[src/rtl/axil_uart_pkg.sv]
// Shared definitions for the AXI4-Lite UART transmitter.
//   - Register word offsets (decoded from address bits [3:2])
//   - AXI response codes
//   - Serializer state encoding
package axil_uart_pkg;

  localparam logic [1:0] REG_TXDATA  = 2'd0;
  localparam logic [1:0] REG_STATUS  = 2'd1;
  localparam logic [1:0] REG_BAUDDIV = 2'd2;
  localparam logic [1:0] REG_IRQCTRL = 2'd3;

  localparam logic [1:0] RESP_OKAY   = 2'b00;
  localparam logic [1:0] RESP_SLVERR = 2'b10;

  typedef enum logic [1:0] {
    IDLE  = 2'd0,
    START = 2'd1,
    DATA  = 2'd2,
    STOP  = 2'd3
  } ser_state_e;

endpackage

[src/rtl/axil_uart_tx_if.sv]
// AXI4-Lite bus bundle for the UART transmitter.
//   master : drives AW/W/AR valid+payload, B/R ready
//   slave  : drives AW/W/AR ready, B/R valid+payload
interface axil_uart_tx_if;
  logic [31:0] awaddr;
  logic        awvalid;
  logic        awready;
  logic [31:0] wdata;
  logic [3:0]  wstrb;
  logic        wvalid;
  logic        wready;
  logic [1:0]  bresp;
  logic        bvalid;
  logic        bready;
  logic [31:0] araddr;
  logic        arvalid;
  logic        arready;
  logic [31:0] rdata;
  logic [1:0]  rresp;
  logic        rvalid;
  logic        rready;

  modport master (
    output awaddr, awvalid, wdata, wstrb, wvalid, bready, araddr, arvalid, rready,
    input  awready, wready, bresp, bvalid, arready, rdata, rresp, rvalid
  );

  modport slave (
    input  awaddr, awvalid, wdata, wstrb, wvalid, bready, araddr, arvalid, rready,
    output awready, wready, bresp, bvalid, arready, rdata, rresp, rvalid
  );
endinterface

[src/rtl/axil_uart_tx_serializer.sv]
// 8N1 serializer: IDLE -> START -> DATA(8 bits, LSB first) -> STOP.
// Ports:
//   clk, reset        clock, synchronous active-high reset
//   byte_valid_i/_ready_o/byte_data_i  byte handshake toward the FIFO
//   baud_div_i        bit period in clk cycles (>= 1), latched per frame
//   tx_o              registered serial line, idle high
//   busy_o            high in every state except IDLE
//   frame_done_o      high during the last cycle of a stop bit
module uart_tx_serializer
  import axil_uart_pkg::*;
(
  input  logic        clk,
  input  logic        reset,
  input  logic        byte_valid_i,
  input  logic [7:0]  byte_data_i,
  output logic        byte_ready_o,
  input  logic [15:0] baud_div_i,
  output logic        tx_o,
  output logic        busy_o,
  output logic        frame_done_o
);
  ser_state_e  state_q, state_d;
  logic [15:0] cnt_q, cnt_d;
  logic [15:0] div_q, div_d;
  logic [7:0]  shift_q, shift_d;
  logic [2:0]  bit_q, bit_d;
  logic        tx_q, tx_d;
  logic        period_end;

  assign period_end = (cnt_q == 16'd0);

  always_comb begin
    state_d      = state_q;
    cnt_d        = cnt_q;
    div_d        = div_q;
    shift_d      = shift_q;
    bit_d        = bit_q;
    byte_ready_o = 1'b0;

    unique case (state_q)
      IDLE: byte_ready_o = 1'b1;
      START: begin
        if (period_end) begin
          state_d = DATA;
          cnt_d   = div_q - 16'd1;
          bit_d   = 3'd0;
        end else begin
          cnt_d = cnt_q - 16'd1;
        end
      end
      DATA: begin
        if (period_end) begin
          cnt_d = div_q - 16'd1;
          if (bit_q == 3'd7) begin
            state_d = STOP;
          end else begin
            bit_d   = bit_q + 3'd1;
            shift_d = {1'b0, shift_q[7:1]};
          end
        end else begin
          cnt_d = cnt_q - 16'd1;
        end
      end
      STOP: begin
        if (period_end) begin
          // Last stop cycle: accept the next byte directly so frames run back to back.
          byte_ready_o = 1'b1;
          state_d      = IDLE;
        end else begin
          cnt_d = cnt_q - 16'd1;
        end
      end
      default: state_d = IDLE;
    endcase

    // Divisor is captured here so a mid-frame BAUDDIV write only affects later frames.
    if (byte_ready_o && byte_valid_i) begin
      state_d = START;
      shift_d = byte_data_i;
      div_d   = baud_div_i;
      cnt_d   = baud_div_i - 16'd1;
    end

    // Line level follows the next state so tx_q lines up with state_q.
    unique case (state_d)
      START:   tx_d = 1'b0;
      DATA:    tx_d = shift_d[0];
      default: tx_d = 1'b1;
    endcase
  end

  always_ff @(posedge clk) begin
    if (reset) begin
      state_q <= IDLE;
      cnt_q   <= 16'd0;
      div_q   <= 16'd1;
      shift_q <= 8'd0;
      bit_q   <= 3'd0;
      tx_q    <= 1'b1;
    end else begin
      state_q <= state_d;
      cnt_q   <= cnt_d;
      div_q   <= div_d;
      shift_q <= shift_d;
      bit_q   <= bit_d;
      tx_q    <= tx_d;
    end
  end

  assign tx_o         = tx_q;
  assign busy_o       = (state_q != IDLE);
  assign frame_done_o = (state_q == STOP) && period_end;

endmodule

[src/rtl/axil_uart_tx.sv]
// AXI4-Lite slave UART transmitter: TX FIFO + baud-rate serializer.
// Registers (addr[3:2]): 0 TXDATA (W), 1 STATUS (R), 2 BAUDDIV (R/W), 3 IRQCTRL/unmapped.
// Ports:
//   clk, reset   clock, synchronous active-high reset
//   s_axi        AXI4-Lite slave bundle (axil_uart_tx_if.slave)
//   uart_tx      serial output, idle high
//   irq          interrupt (only when AXIL_UART_TX_IRQ_EN is defined)
// Optional feature macro: AXIL_UART_TX_IRQ_EN adds IRQCTRL at 0xC and the irq port.
module axil_uart_tx
  import axil_uart_pkg::*;
#(
  parameter int FIFO_DEPTH   = 8,
  parameter int BAUD_DIV_RST = 868
) (
  input  logic          clk,
  input  logic          reset,
  axil_uart_tx_if.slave s_axi,
  output logic          uart_tx
`ifdef AXIL_UART_TX_IRQ_EN
  ,
  output logic          irq
`endif
);
  localparam int PTR_W = $clog2(FIFO_DEPTH);
  localparam int LVL_W = PTR_W + 1;

  logic [7:0]       fifo_mem_q [FIFO_DEPTH];
  logic [PTR_W-1:0] wr_ptr_q, rd_ptr_q;
  logic [LVL_W-1:0] level_q;
  logic             fifo_full, fifo_empty, fifo_push, fifo_pop;
  logic [31:0]      level_ext;
  logic [3:0]       level_sat;
  logic [31:0]      status_word;

  logic [15:0] baud_q, baud_d;
  logic        bvalid_q, bvalid_d;
  logic [1:0]  bresp_q, bresp_d;
  logic        rvalid_q, rvalid_d;
  logic [1:0]  rresp_q, rresp_d;
  logic [31:0] rdata_q, rdata_d;
  logic        wr_hs, rd_hs;
  logic [1:0]  wr_reg, rd_reg;

  logic        ser_ready, ser_busy, ser_frame_done;

`ifdef AXIL_UART_TX_IRQ_EN
  logic irq_en_q, irq_en_d, irq_pend_q, irq_pend_d, irq_q;
`endif

  assign fifo_full  = (level_q == LVL_W'(FIFO_DEPTH));
  assign fifo_empty = (level_q == '0);
  assign fifo_pop   = ser_ready && !fifo_empty;
  assign level_ext  = 32'(level_q);
  assign level_sat  = (level_ext > 32'd15) ? 4'hF : level_ext[3:0];
  assign status_word = {24'd0, level_sat, 1'b0, fifo_empty, fifo_full, ser_busy};

  // AW and W are only ever accepted together; ready is held low in reset.
  assign wr_hs  = s_axi.awvalid && s_axi.wvalid && !bvalid_q && !reset;
  assign rd_hs  = s_axi.arvalid && !rvalid_q && !reset;
  assign wr_reg = s_axi.awaddr[3:2];
  assign rd_reg = s_axi.araddr[3:2];

  always_comb begin
    bvalid_d  = bvalid_q;
    bresp_d   = bresp_q;
    baud_d    = baud_q;
    fifo_push = 1'b0;
    if (bvalid_q && s_axi.bready) bvalid_d = 1'b0;
    if (wr_hs) begin
      bvalid_d = 1'b1;
      bresp_d  = RESP_OKAY;
      case (wr_reg)
        REG_TXDATA: begin
          // Full is sampled before any same-cycle pop, so a push into a full FIFO is dropped.
          if (s_axi.wstrb[0]) begin
            if (fifo_full) bresp_d = RESP_SLVERR;
            else           fifo_push = 1'b1;
          end
        end
        REG_STATUS: bresp_d = RESP_OKAY;
        REG_BAUDDIV: begin
          // Lane 0 gates the whole 16-bit divisor; zero would stall the counter.
          if (s_axi.wstrb[0])
            baud_d = (s_axi.wdata[15:0] == 16'd0) ? 16'd1 : s_axi.wdata[15:0];
        end
        default: begin
`ifdef AXIL_UART_TX_IRQ_EN
          bresp_d = RESP_OKAY;
`else
          bresp_d = RESP_SLVERR;
`endif
        end
      endcase
    end
  end

  always_comb begin
    rvalid_d = rvalid_q;
    rresp_d  = rresp_q;
    rdata_d  = rdata_q;
    if (rvalid_q && s_axi.rready) rvalid_d = 1'b0;
    if (rd_hs) begin
      rvalid_d = 1'b1;
      rresp_d  = RESP_OKAY;
      rdata_d  = 32'd0;
      case (rd_reg)
        REG_TXDATA:  rdata_d = 32'd0;
        REG_STATUS:  rdata_d = status_word;
        REG_BAUDDIV: rdata_d = {16'd0, baud_q};
        default: begin
`ifdef AXIL_UART_TX_IRQ_EN
          rdata_d = {30'd0, irq_pend_q, irq_en_q};
`else
          rresp_d = RESP_SLVERR;
`endif
        end
      endcase
    end
  end

  // Storage has no reset; the pointers and level define what is valid.
  always_ff @(posedge clk) begin
    if (fifo_push) fifo_mem_q[wr_ptr_q] <= s_axi.wdata[7:0];
  end

  always_ff @(posedge clk) begin
    if (reset) begin
      wr_ptr_q <= '0;
      rd_ptr_q <= '0;
      level_q  <= '0;
      baud_q   <= 16'(BAUD_DIV_RST);
      bvalid_q <= 1'b0;
      bresp_q  <= RESP_OKAY;
      rvalid_q <= 1'b0;
      rresp_q  <= RESP_OKAY;
      rdata_q  <= 32'd0;
    end else begin
      if (fifo_push) wr_ptr_q <= wr_ptr_q + 1'b1;
      if (fifo_pop)  rd_ptr_q <= rd_ptr_q + 1'b1;
      case ({fifo_push, fifo_pop})
        2'b10:   level_q <= level_q + 1'b1;
        2'b01:   level_q <= level_q - 1'b1;
        default: level_q <= level_q;
      endcase
      baud_q   <= baud_d;
      bvalid_q <= bvalid_d;
      bresp_q  <= bresp_d;
      rvalid_q <= rvalid_d;
      rresp_q  <= rresp_d;
      rdata_q  <= rdata_d;
    end
  end

  // The serializer latches the head byte in the same cycle it pops, so the
  // head entry is read combinationally from the small FIFO array.
  uart_tx_serializer u_ser (
    .clk          (clk),
    .reset        (reset),
    .byte_valid_i (!fifo_empty),
    .byte_data_i  (fifo_mem_q[rd_ptr_q]),
    .byte_ready_o (ser_ready),
    .baud_div_i   (baud_q),
    .tx_o         (uart_tx),
    .busy_o       (ser_busy),
    .frame_done_o (ser_frame_done)
  );

`ifdef AXIL_UART_TX_IRQ_EN
  always_comb begin
    irq_en_d   = irq_en_q;
    irq_pend_d = irq_pend_q;
    if (wr_hs && (wr_reg == REG_IRQCTRL) && s_axi.wstrb[0]) begin
      irq_en_d = s_axi.wdata[0];
      if (s_axi.wdata[1]) irq_pend_d = 1'b0;
    end
    // Serializer drops to IDLE with nothing queued: a set beats a same-cycle clear.
    if (ser_frame_done && fifo_empty) irq_pend_d = 1'b1;
  end

  always_ff @(posedge clk) begin
    if (reset) begin
      irq_en_q   <= 1'b0;
      irq_pend_q <= 1'b0;
      irq_q      <= 1'b0;
    end else begin
      irq_en_q   <= irq_en_d;
      irq_pend_q <= irq_pend_d;
      irq_q      <= irq_en_d & irq_pend_d;
    end
  end

  assign irq = irq_q;
`else
  logic unused_frame_done;
  assign unused_frame_done = ser_frame_done;
`endif

  logic unused_bits;
  assign unused_bits = ^{s_axi.awaddr[31:4], s_axi.awaddr[1:0], s_axi.araddr[31:4],
                         s_axi.araddr[1:0], s_axi.wdata[31:16], s_axi.wstrb[3:1]};

  assign s_axi.awready = wr_hs;
  assign s_axi.wready  = wr_hs;
  assign s_axi.bvalid  = bvalid_q;
  assign s_axi.bresp   = bresp_q;
  assign s_axi.arready = rd_hs;
  assign s_axi.rvalid  = rvalid_q;
  assign s_axi.rresp   = rresp_q;
  assign s_axi.rdata   = rdata_q;

endmodule

[src/flat_wrapper.sv]
// flat-port wrapper written by rule: the top's interface ports become plain ports
module axil_uart_tx_flat import axil_uart_pkg::*;
#(
  parameter int FIFO_DEPTH   = 8,
  parameter int BAUD_DIV_RST = 868
)
  (clk, reset, uart_tx, s_axi_awaddr, s_axi_awvalid, s_axi_wdata, s_axi_wstrb, s_axi_wvalid, s_axi_bready, s_axi_araddr, s_axi_arvalid, s_axi_rready, s_axi_awready, s_axi_wready, s_axi_bresp, s_axi_bvalid, s_axi_arready, s_axi_rdata, s_axi_rresp, s_axi_rvalid);
  axil_uart_tx_if s_axi_i ();
  input  logic clk;
  input  logic reset;
  output logic uart_tx;
  input wire logic [$bits(s_axi_i.awaddr)-1:0] s_axi_awaddr;
  input wire logic [$bits(s_axi_i.awvalid)-1:0] s_axi_awvalid;
  input wire logic [$bits(s_axi_i.wdata)-1:0] s_axi_wdata;
  input wire logic [$bits(s_axi_i.wstrb)-1:0] s_axi_wstrb;
  input wire logic [$bits(s_axi_i.wvalid)-1:0] s_axi_wvalid;
  input wire logic [$bits(s_axi_i.bready)-1:0] s_axi_bready;
  input wire logic [$bits(s_axi_i.araddr)-1:0] s_axi_araddr;
  input wire logic [$bits(s_axi_i.arvalid)-1:0] s_axi_arvalid;
  input wire logic [$bits(s_axi_i.rready)-1:0] s_axi_rready;
  output wire logic [$bits(s_axi_i.awready)-1:0] s_axi_awready;
  output wire logic [$bits(s_axi_i.wready)-1:0] s_axi_wready;
  output wire logic [$bits(s_axi_i.bresp)-1:0] s_axi_bresp;
  output wire logic [$bits(s_axi_i.bvalid)-1:0] s_axi_bvalid;
  output wire logic [$bits(s_axi_i.arready)-1:0] s_axi_arready;
  output wire logic [$bits(s_axi_i.rdata)-1:0] s_axi_rdata;
  output wire logic [$bits(s_axi_i.rresp)-1:0] s_axi_rresp;
  output wire logic [$bits(s_axi_i.rvalid)-1:0] s_axi_rvalid;
  assign s_axi_i.awaddr = s_axi_awaddr;
  assign s_axi_i.awvalid = s_axi_awvalid;
  assign s_axi_i.wdata = s_axi_wdata;
  assign s_axi_i.wstrb = s_axi_wstrb;
  assign s_axi_i.wvalid = s_axi_wvalid;
  assign s_axi_i.bready = s_axi_bready;
  assign s_axi_i.araddr = s_axi_araddr;
  assign s_axi_i.arvalid = s_axi_arvalid;
  assign s_axi_i.rready = s_axi_rready;
  assign s_axi_awready = s_axi_i.awready;
  assign s_axi_wready = s_axi_i.wready;
  assign s_axi_bresp = s_axi_i.bresp;
  assign s_axi_bvalid = s_axi_i.bvalid;
  assign s_axi_arready = s_axi_i.arready;
  assign s_axi_rdata = s_axi_i.rdata;
  assign s_axi_rresp = s_axi_i.rresp;
  assign s_axi_rvalid = s_axi_i.rvalid;
  axil_uart_tx #(.FIFO_DEPTH(FIFO_DEPTH), .BAUD_DIV_RST(BAUD_DIV_RST)) u_core (.clk(clk), .reset(reset), .s_axi(s_axi_i), .uart_tx(uart_tx));
endmodule
[config.mk]
export PLATFORM = sky130hd
export DESIGN_NAME = axil_uart_tx_flat
export DESIGN_NICKNAME = d
export VERILOG_FILES = /design/src/rtl/axil_uart_pkg.sv /design/src/rtl/axil_uart_tx_if.sv /design/src/rtl/axil_uart_tx_serializer.sv /design/src/rtl/axil_uart_tx.sv /design/src/flat_wrapper.sv
export SDC_FILE = /design/constraint.sdc
export NUM_CORES = 1
export LEC_CHECK = 0
export BUFFER_PORTS_ARGS = -buffer_cell sky130_fd_sc_hd__buf_2
export CORE_UTILIZATION = 40
export CTS_CLUSTER_DIAMETER = 40
export CTS_CLUSTER_SIZE = 30
export DETAILED_ROUTE_END_ITERATION = 7
export GPL_ROUTABILITY_DRIVEN = 0
export PLACE_DENSITY = 0.59
export RECOVER_POWER = 25
export SLEW_MARGIN = 25
export SYNTH_ARGS = -nofsm -noshare
export SYNTH_HDL_FRONTEND = slang
export SYNTH_SLANG_ARGS = --single-unit
[constraint.sdc]
create_clock -name clk -period 3.4 [get_ports clk]
set_input_delay 0.68 -clock clk [delete_from_list [all_inputs] [get_ports clk]]
set_output_delay 0.68 -clock clk [all_outputs]
set_load 0.01 [all_outputs]
# == Word-level counts from Yosys, hierarchy flattened ==
# Memories as Yosys holds them, arrays and structs flattened. A register that Yosys moved wholly into a read port is not among the register bits.
# Index checks and enable logic that the tools add are counted.
# totals
regBits,110
mem_bits_rw,64
inputBits,107
output_inout_bits,42
word_cells,118
n_memories,1
# mem_list
memory,words,word_bits,read_ports,rd_clocked_by_memory_dff,write_ports,line,source
u_core.fifo_mem_q,8,8,1,1,1,axil_uart_tx.sv:27,logic [7:0] fifo_mem_q [FIFO_DEPTH];
# classes
addsub,8
order_cmp,1
n_eq_ne,18
mux,41
reduce_logical,33
# ops
cell,n
two-way mux 16 bit,4
one-hot mux 16 bit (2 select lines),2
"subtractor 16 x 1 -> 16 bit, second input constant",3
zero test 16 bit,2
two-way mux 8 bit,4
two-way mux 2 bit,8
two-way mux 3 bit,5
nonzero test 2 bit,7
"equality test 2 bit, second input constant",6
two-way mux 1 bit,11
"equality test 2 x 1 -> 1 bit, second input constant",5
"adder 3 x 1 -> 3 bit, second input constant",3
logical AND 1 bit,8
one-hot mux 4 bit (2 select lines),1
zero test 2 bit,3
"!= test 2 bit, second input constant",3
one-hot mux 2 bit (3 select lines),1
one-hot mux 3 bit (2 select lines),1
AND reduction 3 bit,2
"adder 4 x 1 -> 4 bit, second input constant",1
"equality test 4 bit, second input constant",1
"> comparator 4 bit, second input constant",1
zero test 1 bit,4
zero test 4 bit,1
other kinds (12),14

# == Logic depth before layout (Yosys ltp) ==
# Gate-level depths: netlist of run 1.
# depth
word_depth,7
mapped_depth,15

# == Hierarchy ==
# A second synthesis of run 1 with hierarchy kept.
# hier_totals
cells_unflattened,749
area_unflattened_um2,7828.8
# by_module_without_submodules
mod,n_inst,cells_each,area_each_um2,seq_area_each_um2
axil_uart_tx,1,364,4818.4,2902.8
uart_tx_serializer,1,385,3010.4,920.9

# == Worst setup path before layout of run 1 ==
# OpenSTA, ideal clock, no wires.
# synth_timing
path_kind,register to register
start,register u_core.u_ser.cnt_q[0]
end,register u_core.level_q[2]
setup_time_ps,71
arrival_ps,3019
path_slack_ps,310
path_stages_with_launch,16
synth_period_minus_slack_ps,3090
cell_sequence,dfxtp_1 > inv_1 > ha_1 > nor4b_1 > and4_1 > buf_2 > a31oi_4 > inv_8 > buf_2 > ha_1 > xor2_1 > ha_1 > a21oi_1 > xor2_1 > or3_1 > a21oi_1
# synth_between
elab_chain_cells,6
# synth_rtl
element,line,source
"start, declared",axil_uart_tx_serializer.sv:23,"logic [15:0] cnt_q, cnt_d;"
"start signal, assigned",axil_uart_tx_serializer.sv:102,cnt_q <= cnt_d;
zero test 16 bit *,axil_uart_tx_serializer.sv:30,assign period_end = (cnt_q == 16'd0);
two-way mux 1 bit *,axil_uart_tx_serializer.sv:65,if (period_end) begin
one-hot mux 1 bit (2 select lines) *,axil_uart_tx_serializer.sv:40,unique case (state_q)
logical AND 1 bit *,axil_uart_tx.sv:52,assign fifo_pop = ser_ready && !fifo_empty;
net u_core.fifo_pop,axil_uart_tx.sv:30,"logic fifo_full, fifo_empty, fifo_push, fifo_pop;"
equality test 2 x 1 -> 1 bit or equality test 2 bit (tied branches),axil_uart_tx.sv:140,"case ({fifo_push, fifo_pop})"
one-hot mux 4 bit (2 select lines) or nonzero test 2 bit (tied branches),n/a,
"end signal, assigned",axil_uart_tx.sv:141,2'b10: level_q <= level_q + 1'b1;
"end signal, assigned",axil_uart_tx.sv:142,2'b01: level_q <= level_q - 1'b1;
"end signal, assigned",axil_uart_tx.sv:143,default: level_q <= level_q;
"end, declared",axil_uart_tx.sv:29,logic [LVL_W-1:0] level_q;
# Mark *: on every way through the listed nets, which the timed path passes. The rest lies on a longest branch.
# A chain may end at the register's enable or synchronous reset.

# == Final worst setup path of run 1 ==
# layout_timing
start,register u_core.u_ser.cnt_q[0]
end,register u_core.level_q[2]
# layout_between
elab_chain_cells,6
# layout_rtl
element,line
zero test 16 bit *,axil_uart_tx_serializer.sv:30
two-way mux 1 bit *,axil_uart_tx_serializer.sv:65
one-hot mux 1 bit (2 select lines) *,axil_uart_tx_serializer.sv:40
logical AND 1 bit *,axil_uart_tx.sv:52
equality test 2 x 1 -> 1 bit or equality test 2 bit (tied branches),axil_uart_tx.sv:140
one-hot mux 4 bit (2 select lines) or nonzero test 2 bit (tied branches),n/a
# Mark *: on every way between the ends. The rest lies on a longest branch, timed or not.

==> impl_metrics.ini, run 1 <==
[status]
status = finished clean

[power_and_ir_drop]
ir_drop_mv = 0.3973
seq_power_share = 0.374
power_leakage_uw = 0.003080
p_sw_frac = 0.3481
p_switching_uw = 2119
p_total_uw = 6087
p_int_uw = 3968
powerDensity_nw_per_um2 = 704.8
clkPwrFrac = 0.310
p_comb_frac = 0.317

[yosys]
netlist.area_leader.share = 0.2501
syn_area_um2 = 7684
synth_flop_cell = dfxtp_1
ys_types = 72
syn_inst = 746
yosys_warnings = 0
synth_edf_count = 64
ys_ff_latch = 159
synth-async-reset-ratio = 0
netlist_top_cells_area = edfxtp_1 25%, dfxtp_1 25%, nand2_1 5.5%
yosysSeqAreaShare = 0.4976
synth_top_area_cell = edfxtp_1
avgSynthCellArea_um2 = 10.30

[layout]
antenna_cells = 0
final_cell_mix = 112 x nand2_1, 95 x dfxtp_1, 74 x a21oi_1
fin_nets = 920
stdcell_count = 1040
fill_cells = 1789
area_growth_syn_to_layout_pct = 12.41
drive_gt1_frac = 0.1625
final_common_cell = nand2_1

[routing]
totalWireLength_mm = 16.50
viasPerCell = 5.275
drt_iter0_drc = 258
dr.pass1.iters = 5
drc_errors = 0
num_vias = 5486
wl_per_cell_um = 15.86
ant_nets = 0

[worst_setup_path]
cp.arrival_ps = 3210
crit_path_end_kind = register
required_ps = 3740
ff2ff_setup_slack_ps = 520
r2r-end = u_core.level_q[2]$_SDFFE_PP0P_
timing.rr.start = u_core.u_ser.cnt_q[0]$_SDFFE_PP0P_
critPathLaunchType = register
cp_slowest_cell = dfxtp_1
path_cells = inv_1 > ha_1 > nor4b_1 > and4_1 > a31oi_4 > inv_8 > ha_1 > xor2_1 > ha_1 > a21oi_1 > xor2_1 > or3_1 > a21oi_1
max_stage_delay_ps = 440
cp-endpoint = u_core.level_q[2]$_SDFFE_PP0P_
worst-setup-path-type = register to register
crit_top_cell = ha_1
critPathMaxFanout = 6
crit_start = u_core.u_ser.cnt_q[0]$_SDFFE_PP0P_
r2r_cells = 13

[placed_design]
dp.cells = 1008
hpwl_mm = 11.48
portBuffers = 51

[floorplan]
dieArea_um2 = 19770
die_h_um = 140.6
num_rows = 50
io_pins = 149
chipWidth_um = 140.6
core_um2 = 18770
initial_core_util = 0.4094

[clock_tree]
cts-resized-gates = 0
cts_root_buf = clkbuf_16
holdBufCountCts = 0
clk_latency_ps = 410
cts_buffer_depth = 2
cts_tree = yes
htreeDepth = 4
clock_sinks = 159
cts_made_buffers = 17
cts_setup_buffers = 0
path_clk_slew_ps = 60

[timing]
tns_ps = 0
fin_crit_ps = 2877
fmaxAchievable_ghz = 0.3476
hold_viol_final = 0
final.period_utilization = 0.8462
grt_setup_unrepaired = no
maxSlewViolCount = 0
relSlewSlack = 0.3441
tightest_slew_ps = 983.9
setup_violations = 0
fin_worst_skew_ps = 5.795

[global_routing]
grt_antenna_before_repair = 0
grt.total_usage = 0.1756
grt_overflow_total = 0
grt_pass1_vias = 5269
grt_max_degree = 93
grt_pass1_wl_mm = 27.03

[run]
max_cap_viol_count = 0

[min_path]
hold_path.class = input port to register
## area by class of cell
class	count	area, um^2	area share
inverters	19	78.83	0.009126
repair buffers	75	425.4	0.04925
clock inverters	14	155.1	0.01796
flip-flops and latches	159	3824	0.4427
clock buffers	18	429.2	0.04969
well taps	234	292.8	0.03390
multi-input cells	521	3432	0.3974
## worst max-delay path, delay by kind of cell, from the launching register on
family | cells | cell delay [ps]
xor gates and xnor gates | 2 | 250
adders and majority gates | 3 | 670
AOI/OAI and AO/OA | 3 | 590
DFF | 1 | 440
and+or+nand+nor | 3 | 730
buffers and inverters | 2 | 110
## synthesized netlist by cell type, drive strengths merged, types with 19 or more instances
cell type    n
nor2        44
nor3        30
dfxtp       95
edfxtp      64
xor2        22
nand2      113
ha          20
a21oi       74
a211oi      24
clkbuf      31
inv         19
buf         33
## power groups by stage
stage	clock network, uW	registers (uW)	logic [uW]
after floorplan	0	2260	1610
after global placement	0	2310	1920
after detailed placement	0	2310	1930
after CTS	1930	2270	1940
after global routing	2010	2300	2170
final	1880	2270	1930
## logic make-up after synthesis
logic type	share of synthesized area
AO/OA/AOI/OAI	0.1290
XOR/XNOR	0.03876
adder cells (fa/ha/maj)	0.03257
buffers and inverters	0.06400
flip-flops	0.4976
multiplexers	0.06139
other	0.0004881
AND/OR/NAND/NOR	0.1762
## worst min path at each step
stage	slack, ps	start	cells after the start	to
4_1_cts	430	s_axi_rready	2	u_core.s_axi.rvalid$_SDFFE_PP0P_
2_1_floorplan	440	u_core.u_ser.bit_q[1]$_SDFFE_PP0P_	2	u_core.u_ser.bit_q[1]$_SDFFE_PP0P_
5_1_grt	440	s_axi_rready	2	u_core.s_axi.rvalid$_SDFFE_PP0P_
3_3_place_gp	440	u_core.s_axi.rdata[13]$_SDFFE_PP0P_	2	u_core.s_axi.rdata[13]$_SDFFE_PP0P_
6_report	440	s_axi_rready	2	u_core.s_axi.rvalid$_SDFFE_PP0P_
3_5_place_dp	450	u_core.s_axi.rdata[12]$_SDFFE_PP0P_	2	u_core.s_axi.rdata[12]$_SDFFE_PP0P_
## sequential cells by signal, summed over array words and instances (netlist names), named ones only
name / flops
u_core.baud_q: 16
u_core.fifo_mem_q: 64
u_core.level_q: 4
u_core.rd_ptr_q: 3
u_core.s_axi.bresp: 1
u_core.s_axi.bvalid: 1
u_core.s_axi.rdata: 16
u_core.s_axi.rresp: 1
u_core.s_axi.rvalid: 1
u_core.u_ser.bit_q: 3
u_core.u_ser.cnt_q: 16
u_core.u_ser.div_q: 16
u_core.u_ser.shift_q: 8
u_core.u_ser.state_q: 2
u_core.u_ser.tx_o: 1
u_core.wr_ptr_q: 3
## metrics by stage
step	setup slack [ps]	hold slack [ps]	instance area, um^2	utilization
finish	523.0	442.8	8637	0.4602
global route	225.6	440.3	8637	0.4602
CTS	507.9	425.5	8647	0.4607
detailed placement	300.5	445.7	8063	0.4296
global placement	309.1	442.5	8063	0.4296
floorplan	310.1	435.6	7747	-
## routing by layer
layer / vias to the layer above / GRT usage / wire length, um
met5: - / 0 / 0
met4: 0 / 0.06064 / 263
met3: 13 / 0.03125 / 462
met2: 100 / 0.2995 / 8261
met1: 2614 / 0.2249 / 7511
li1: 2759 / - / -
Note: power is estimated with default switching activity, not from simulation.
==> inputs of run 2 (changes only) <==
Settings changed: ABC_AREA from default to 1, PLACE_DENSITY 0.59 to 0.61.
Clock period 3.4 ns to 2.6 ns, I/O delays scaled along.
==> impl_metrics.ini, run 2 <==
[layout]
largest_register_ffs = 64
antenna_cells = 0
area_growth_syn_to_layout_pct = 13.46
fin_nets = 1218
final_common_cell = nand2_1
fill_cells = 1995
drive_gt1_frac = 0.1123
final_cell_mix = 255 x nand2_1, 119 x nor2_1, 117 x nand3_1
largest_register = u_core.fifo_mem_q

[clock_tree]
cts_buffer_depth = 2
clock_sinks = 159
htreeDepth = 4
cts_made_buffers = 17
holdBufCountCts = 0
cts-resized-gates = 0
cts_root_buf = clkbuf_16
clk_latency_ps = 430
cts_setup_buffers = 0
path_clk_slew_ps = 70
cts_tree = yes

[yosys]
synth_top_area_cell = edfxtp_1
ys_ff_latch = 159
syn_area_um2 = 8094
netlist.area_leader.share = 0.2374
syn_inst = 1034
ys_top_cells_by_count = 256 x nand2_1, 119 x nor2_1, 117 x nand3_1
ys_types = 40
synth.most_common_cell = nand2_1
synth-async-reset-ratio = 0
yosys_warnings = 0
synth_flop_cell = dfxtp_1
synth_edf_count = 64
netlist_top_cells_area = edfxtp_1 24%, dfxtp_1 23%, nand2_1 12%
avgSynthCellArea_um2 = 7.828
yosysSeqAreaShare = 0.4724

[routing]
drt_iter0_drc = 469
totalWireLength_mm = 19.04
ant_nets = 0
drc_errors = 0
wl_per_cell_um = 13.91
dr.pass1.iters = 4
num_vias = 6746
viasPerCell = 4.928

[power_and_ir_drop]
p_int_uw = 5612
powerDensity_nw_per_um2 = 1058
p_comb_frac = 0.431
p_switching_uw = 4104
ir_drop_mv = 0.6982
clkPwrFrac = 0.245
seq_power_share = 0.323
p_sw_frac = 0.4224
power_leakage_uw = 0.003906

[timing]
tightest_slew_ps = 596.0
setup_violations = 0
tns_ps = 0
fin_ws_ps = 218.0
maxSlewViolCount = 0
fmaxAchievable_ghz = 0.4198
final.period_utilization = 0.9161
fin_worst_skew_ps = 9.322
whs_ps = 264.5
relSlewSlack = 0.6009
grt_setup_unrepaired = no
hold_viol_final = 0
fin_crit_ps = 2382

[global_routing]
grt_antenna_before_repair = 0
grt_max_degree = 57
grt_overflow_total = 0
grt.total_usage = 0.1926
grt_pass1_vias = 5994
grt_pass1_wl_mm = 30.50

[worst_setup_path]
worst-setup-path-type = register to register
max_stage_delay_ps = 310
critPathMaxFanout = 6
crit_top_cell = ha_1
cp.arrival_ps = 2710
critPathLaunchType = register
crit_path_end_kind = register
path_cells = inv_1 > ha_1 > nand2_2 > nor2_8 > nand3_4 > a21oi_4 > ha_1 > xor2_1 > ha_1 > a21oi_1 > xnor2_1 > o21ai_0 > inv_1
required_ps = 2930
cp_slowest_cell = dfxtp_1

[run]
max_cap_viol_count = 0

[status]
status = finished clean

[floorplan]
io_pins = 149
dieArea_um2 = 20810
num_rows = 51
core_um2 = 19650
chipWidth_um = 144.3
initial_core_util = 0.4118
die_h_um = 144.3

[placed_design]
hpwl_mm = 13.74
portBuffers = 51
dp_slack_ps = 218.3

[min_path]
hold_path.class = input port to register
[run 2: changes by cell type in the layout (fill, tap and decap cells not counted), sizes merged, moves of 18 or more]
cell | previous run | this run
inv | 26 | 96
nand3 | 18 | 118
a211oi | 24 | 6
a21oi | 74 | 54
nor2 | 44 | 124
nor3 | 30 | 12
o21ai | 9 | 61
nand2 | 113 | 263
[run 2: metal layers]
layer	up-vias	track usage	wire, um
li1	3507	-	-
met3	18	0.03675	730
met5	-	0	0
met2	128	0.2980	8543
met4	0	0.05706	252
met1	3093	0.2719	9509
[run 2: worst max-delay path, delay by kind of cell (launching register included)]
family	cells	cell delay, ps
AO/OA/AOI/OAI	3	390
XOR/XNOR	2	390
adder cells (fa/ha/maj)	3	630
buffers and inverters	2	120
flip-flops	1	310
AND/OR/NAND/NOR	3	440
[run 2: final timing paths]
check                                           start  cells past startpoint  slack (ps)                                  end
hold reg to reg   u_core.s_axi.rdata[11]$_SDFFE_PP0P_                      2         460  u_core.s_axi.rdata[11]$_SDFFE_PP0P_
hold / removal                           s_axi_bready                      2         260     u_core.s_axi.bvalid$_SDFFE_PP0P_
setup / recovery   u_core.u_ser.cnt_q[0]$_SDFFE_PP0P_                     13         220       u_core.level_q[2]$_SDFFE_PP0P_
setup reg to reg   u_core.u_ser.cnt_q[0]$_SDFFE_PP0P_                     13         220       u_core.level_q[2]$_SDFFE_PP0P_
[run 2: through the flow]
step                      cell area (um^2)  utilization  power (uW)  std cells
after global placement                8625       0.4388        7317       1337
final                                 9184       0.4673        9716       1369
after detailed placement              8625       0.4388        7367       1337
after CTS                             9190       0.4676        9755       1369
after global routing                  9184       0.4673       10470       1369
after floorplan                       8158            -        6442       1051
[run 2: final cells by class]
type                            instances  area, um^2  area share
Clock buffer                           18       439.2     0.04782
Multi-Input combinational cell        743        3665      0.3990
Inverter                               91       341.6     0.03719
Clock inverter                         14       126.4     0.01376
Sequential cell                       159        3825      0.4165
Tap cell                              265       331.6     0.03610
Timing Repair Buffer                   79       455.4     0.04959
[run 2: kinds of logic (layout without fill, tap and decap cells)]
family | Yosys count | after routing | synth area share
simple gates | 535 | 535 | 0.2855
compound gates | 145 | 145 | 0.1006
other cells | 1 | 18 | 0.0004633
buf+inv | 149 | 202 | 0.08301
xor+xnor | 25 | 25 | 0.02705
flops | 159 | 159 | 0.4724
fa+ha+maj | 20 | 20 | 0.03092
[run 2: power groups by stage]
stage / Combinational [uW] / Sequential [uW] / Clock (uW)
floorplan: 3310 / 3130 / 0
global placement: 4130 / 3190 / 0
detailed placement: 4180 / 3190 / 0
CTS: 4200 / 3140 / 2420
global route: 4750 / 3180 / 2540
finish: 4190 / 3140 / 2380
==> inputs of run 3 (changes only) <==
Settings changed: BUFFER_PORTS_ARGS -buffer_cell sky130_fd_sc_hd__buf_2 to default, DONT_BUFFER_PORTS from default to 1, PLACE_DENSITY 0.61 to 0.54, RECOVER_POWER 25 to default.
==> impl_metrics.ini, run 3 (synthesis gave the netlist of run 2 again) <==
[routing]
dr.pass1.iters = 4
wl_met1_mm = 9.797
num_vias = 6547
met2RoutedLength_mm = 8.350
ant_nets = 0
wl_met3_um = 869
totalWireLength_mm = 19.30
drc_errors = 0
drt_iter0_drc = 415
wl_per_cell_um = 14.68
viasPerCell = 4.979
top_layer = met4

[timing]
fmaxAchievable_ghz = 0.4251
fin_crit_ps = 2352
fin_worst_skew_ps = 14.02
fin_ws_ps = 247.8
relSlewSlack = 0.5966
grt_setup_unrepaired = no
setup_violations = 0
final.period_utilization = 0.9047
hold_viol_final = 0
tightest_slew_ps = 605.2
tns_ps = 0
maxSlewViolCount = 0

[layout]
drive_gt1_frac = 0.07810
area_growth_syn_to_layout_pct = 11.24
final_common_cell = nand2_1
largest_register_ffs = 64
antenna_cells = 0
largest_register = u_core.fifo_mem_q
fin_nets = 1164
final_cell_mix = 256 x nand2_1, 119 x nor2_1, 117 x nand3_1

[worst_setup_path]
cp-endpoint = u_core.level_q[3]$_SDFFE_PP0P_
required_ps = 2920
crit_start = u_core.u_ser.cnt_q[0]$_SDFFE_PP0P_
max_stage_delay_ps = 310
cp_slowest_cell = dfxtp_1
path_cells = inv_1 > ha_2 > nand2_2 > nor2_8 > nand3_4 > a21oi_4 > ha_4 > xor2_2 > nand3_1 > a21oi_1 > nand2_1 > o21ai_0 > a21oi_1
crit_top_cell = a21oi_1
crit_path_end_kind = register
r2r_cells = 13
worst-setup-path-type = register to register
critPathLaunchType = register
cp.arrival_ps = 2670
timing.rr.start = u_core.u_ser.cnt_q[0]$_SDFFE_PP0P_
critPathMaxFanout = 6
r2r-end = u_core.level_q[3]$_SDFFE_PP0P_
ff2ff_setup_slack_ps = 250

[power_and_ir_drop]
ir_drop_mv = 0.6583
p_int_uw = 5654
seq_power_share = 0.319
power_leakage_uw = 0.003712
clkPwrFrac = 0.260
powerDensity_nw_per_um2 = 1097
p_sw_frac = 0.4275
p_comb_frac = 0.421
p_switching_uw = 4223

[floorplan]
die_h_um = 144.3
chipWidth_um = 144.3
dieArea_um2 = 20810
io_pins = 149
num_rows = 51
core_um2 = 19650
initial_core_util = 0.4118

[global_routing]
grt_max_degree = 57
grt_antenna_before_repair = 0
grt_overflow_total = 0
grt.total_usage = 0.1975
grt_pass1_wl_mm = 31.46
grt_pass1_vias = 5974

[placed_design]
portBuffers = 0
hpwl_mm = 13.82
dp_slack_ps = 145.6

[run]
max_cap_viol_count = 0

[clock_tree]
clk_latency_ps = 440
path_clk_slew_ps = 80
cts_buffer_depth = 2
holdBufCountCts = 0
cts_root_buf = clkbuf_16
cts_tree = yes
clock_sinks = 159
htreeDepth = 4
cts_made_buffers = 17

[min_path]
hold_path.class = input port to register

[status]
status = finished clean
-- run 3: cell types whose count changed in the layout (fill, tap and decap cells not counted), sizes merged --
cell and change:
buf -46, clkbuf -9, inv +5, clkinv -3, clkinvlp -1
-- run 3: cell type report --
class	instances	area, um^2
fill	2027	10650
sequential	159	3824
multi-input combinational	743	3692
clock buffer	17	425.4
inverter	91	341.6
tap	265	331.6
timing repair buffer	25	200.2
clock inverter	15	188.9
-- run 3: worst min path at each step --
stage                                             startpoint                                  end  slack, ps  cells past startpoint
after floorplan           u_core.u_ser.bit_q[0]$_SDFFE_PP0P_   u_core.u_ser.bit_q[0]$_SDFFE_PP0P_        430                      1
after global placement    u_core.u_ser.bit_q[2]$_SDFFE_PP0P_   u_core.u_ser.bit_q[2]$_SDFFE_PP0P_        450                      2
after detailed placement  u_core.u_ser.bit_q[2]$_SDFFE_PP0P_   u_core.u_ser.bit_q[2]$_SDFFE_PP0P_        460                      2
after CTS                                              reset  u_core.s_axi.rdata[10]$_SDFFE_PP0P_        120                      1
after global routing                                   reset  u_core.s_axi.rdata[10]$_SDFFE_PP0P_        120                      1
final                                                  reset   u_core.s_axi.rdata[8]$_SDFFE_PP0P_        140                      1
-- run 3: per-layer routing --
metal,track usage,vias to the layer above
li1,-,3402
met1,0.2857,2978
met2,0.2960,145
met3,0.03576,22
met4,0.06371,0
met5,0,-
-- run 3: worst max-delay path, delay by kind of cell, from the launching register on --
family	cells	cell delay [ps]
AOI/OAI and AO/OA	4	610
adders and majority gates	2	430
buffers and inverters	1	70
DFF	1	310
and+or+nand+nor	5	610
xor gates and xnor gates	1	210
-- run 3: what timing repair did --
action | in CTS | in global routing
setup buffers | 0 | 1
resized for setup | 0 | 5
setup endpoints to repair | 0 | 2
-- run 3: per-stage QoR --
stage	area (um^2)	hold slack, ps	utilization	power, uW	cells
after floorplan	8158	429.0	-	6442	1051
after global placement	8352	447.4	0.4249	7283	1282
after detailed placement	8352	456.5	0.4249	7287	1282
after CTS	8966	123.6	0.4562	9879	1314
after global routing	9004	125.0	0.4581	10650	1315
final	9004	137.7	0.4581	9877	1315
-- run 3: power groups by stage --
stage / clock network, uW / logic [uW] / registers [uW]
after CTS: 2620 / 4110 / 3140
after floorplan: 0 / 3310 / 3130
after global routing: 2710 / 4740 / 3190
final: 2570 / 4160 / 3150
after detailed placement: 0 / 4090 / 3200
after global placement: 0 / 4080 / 3200
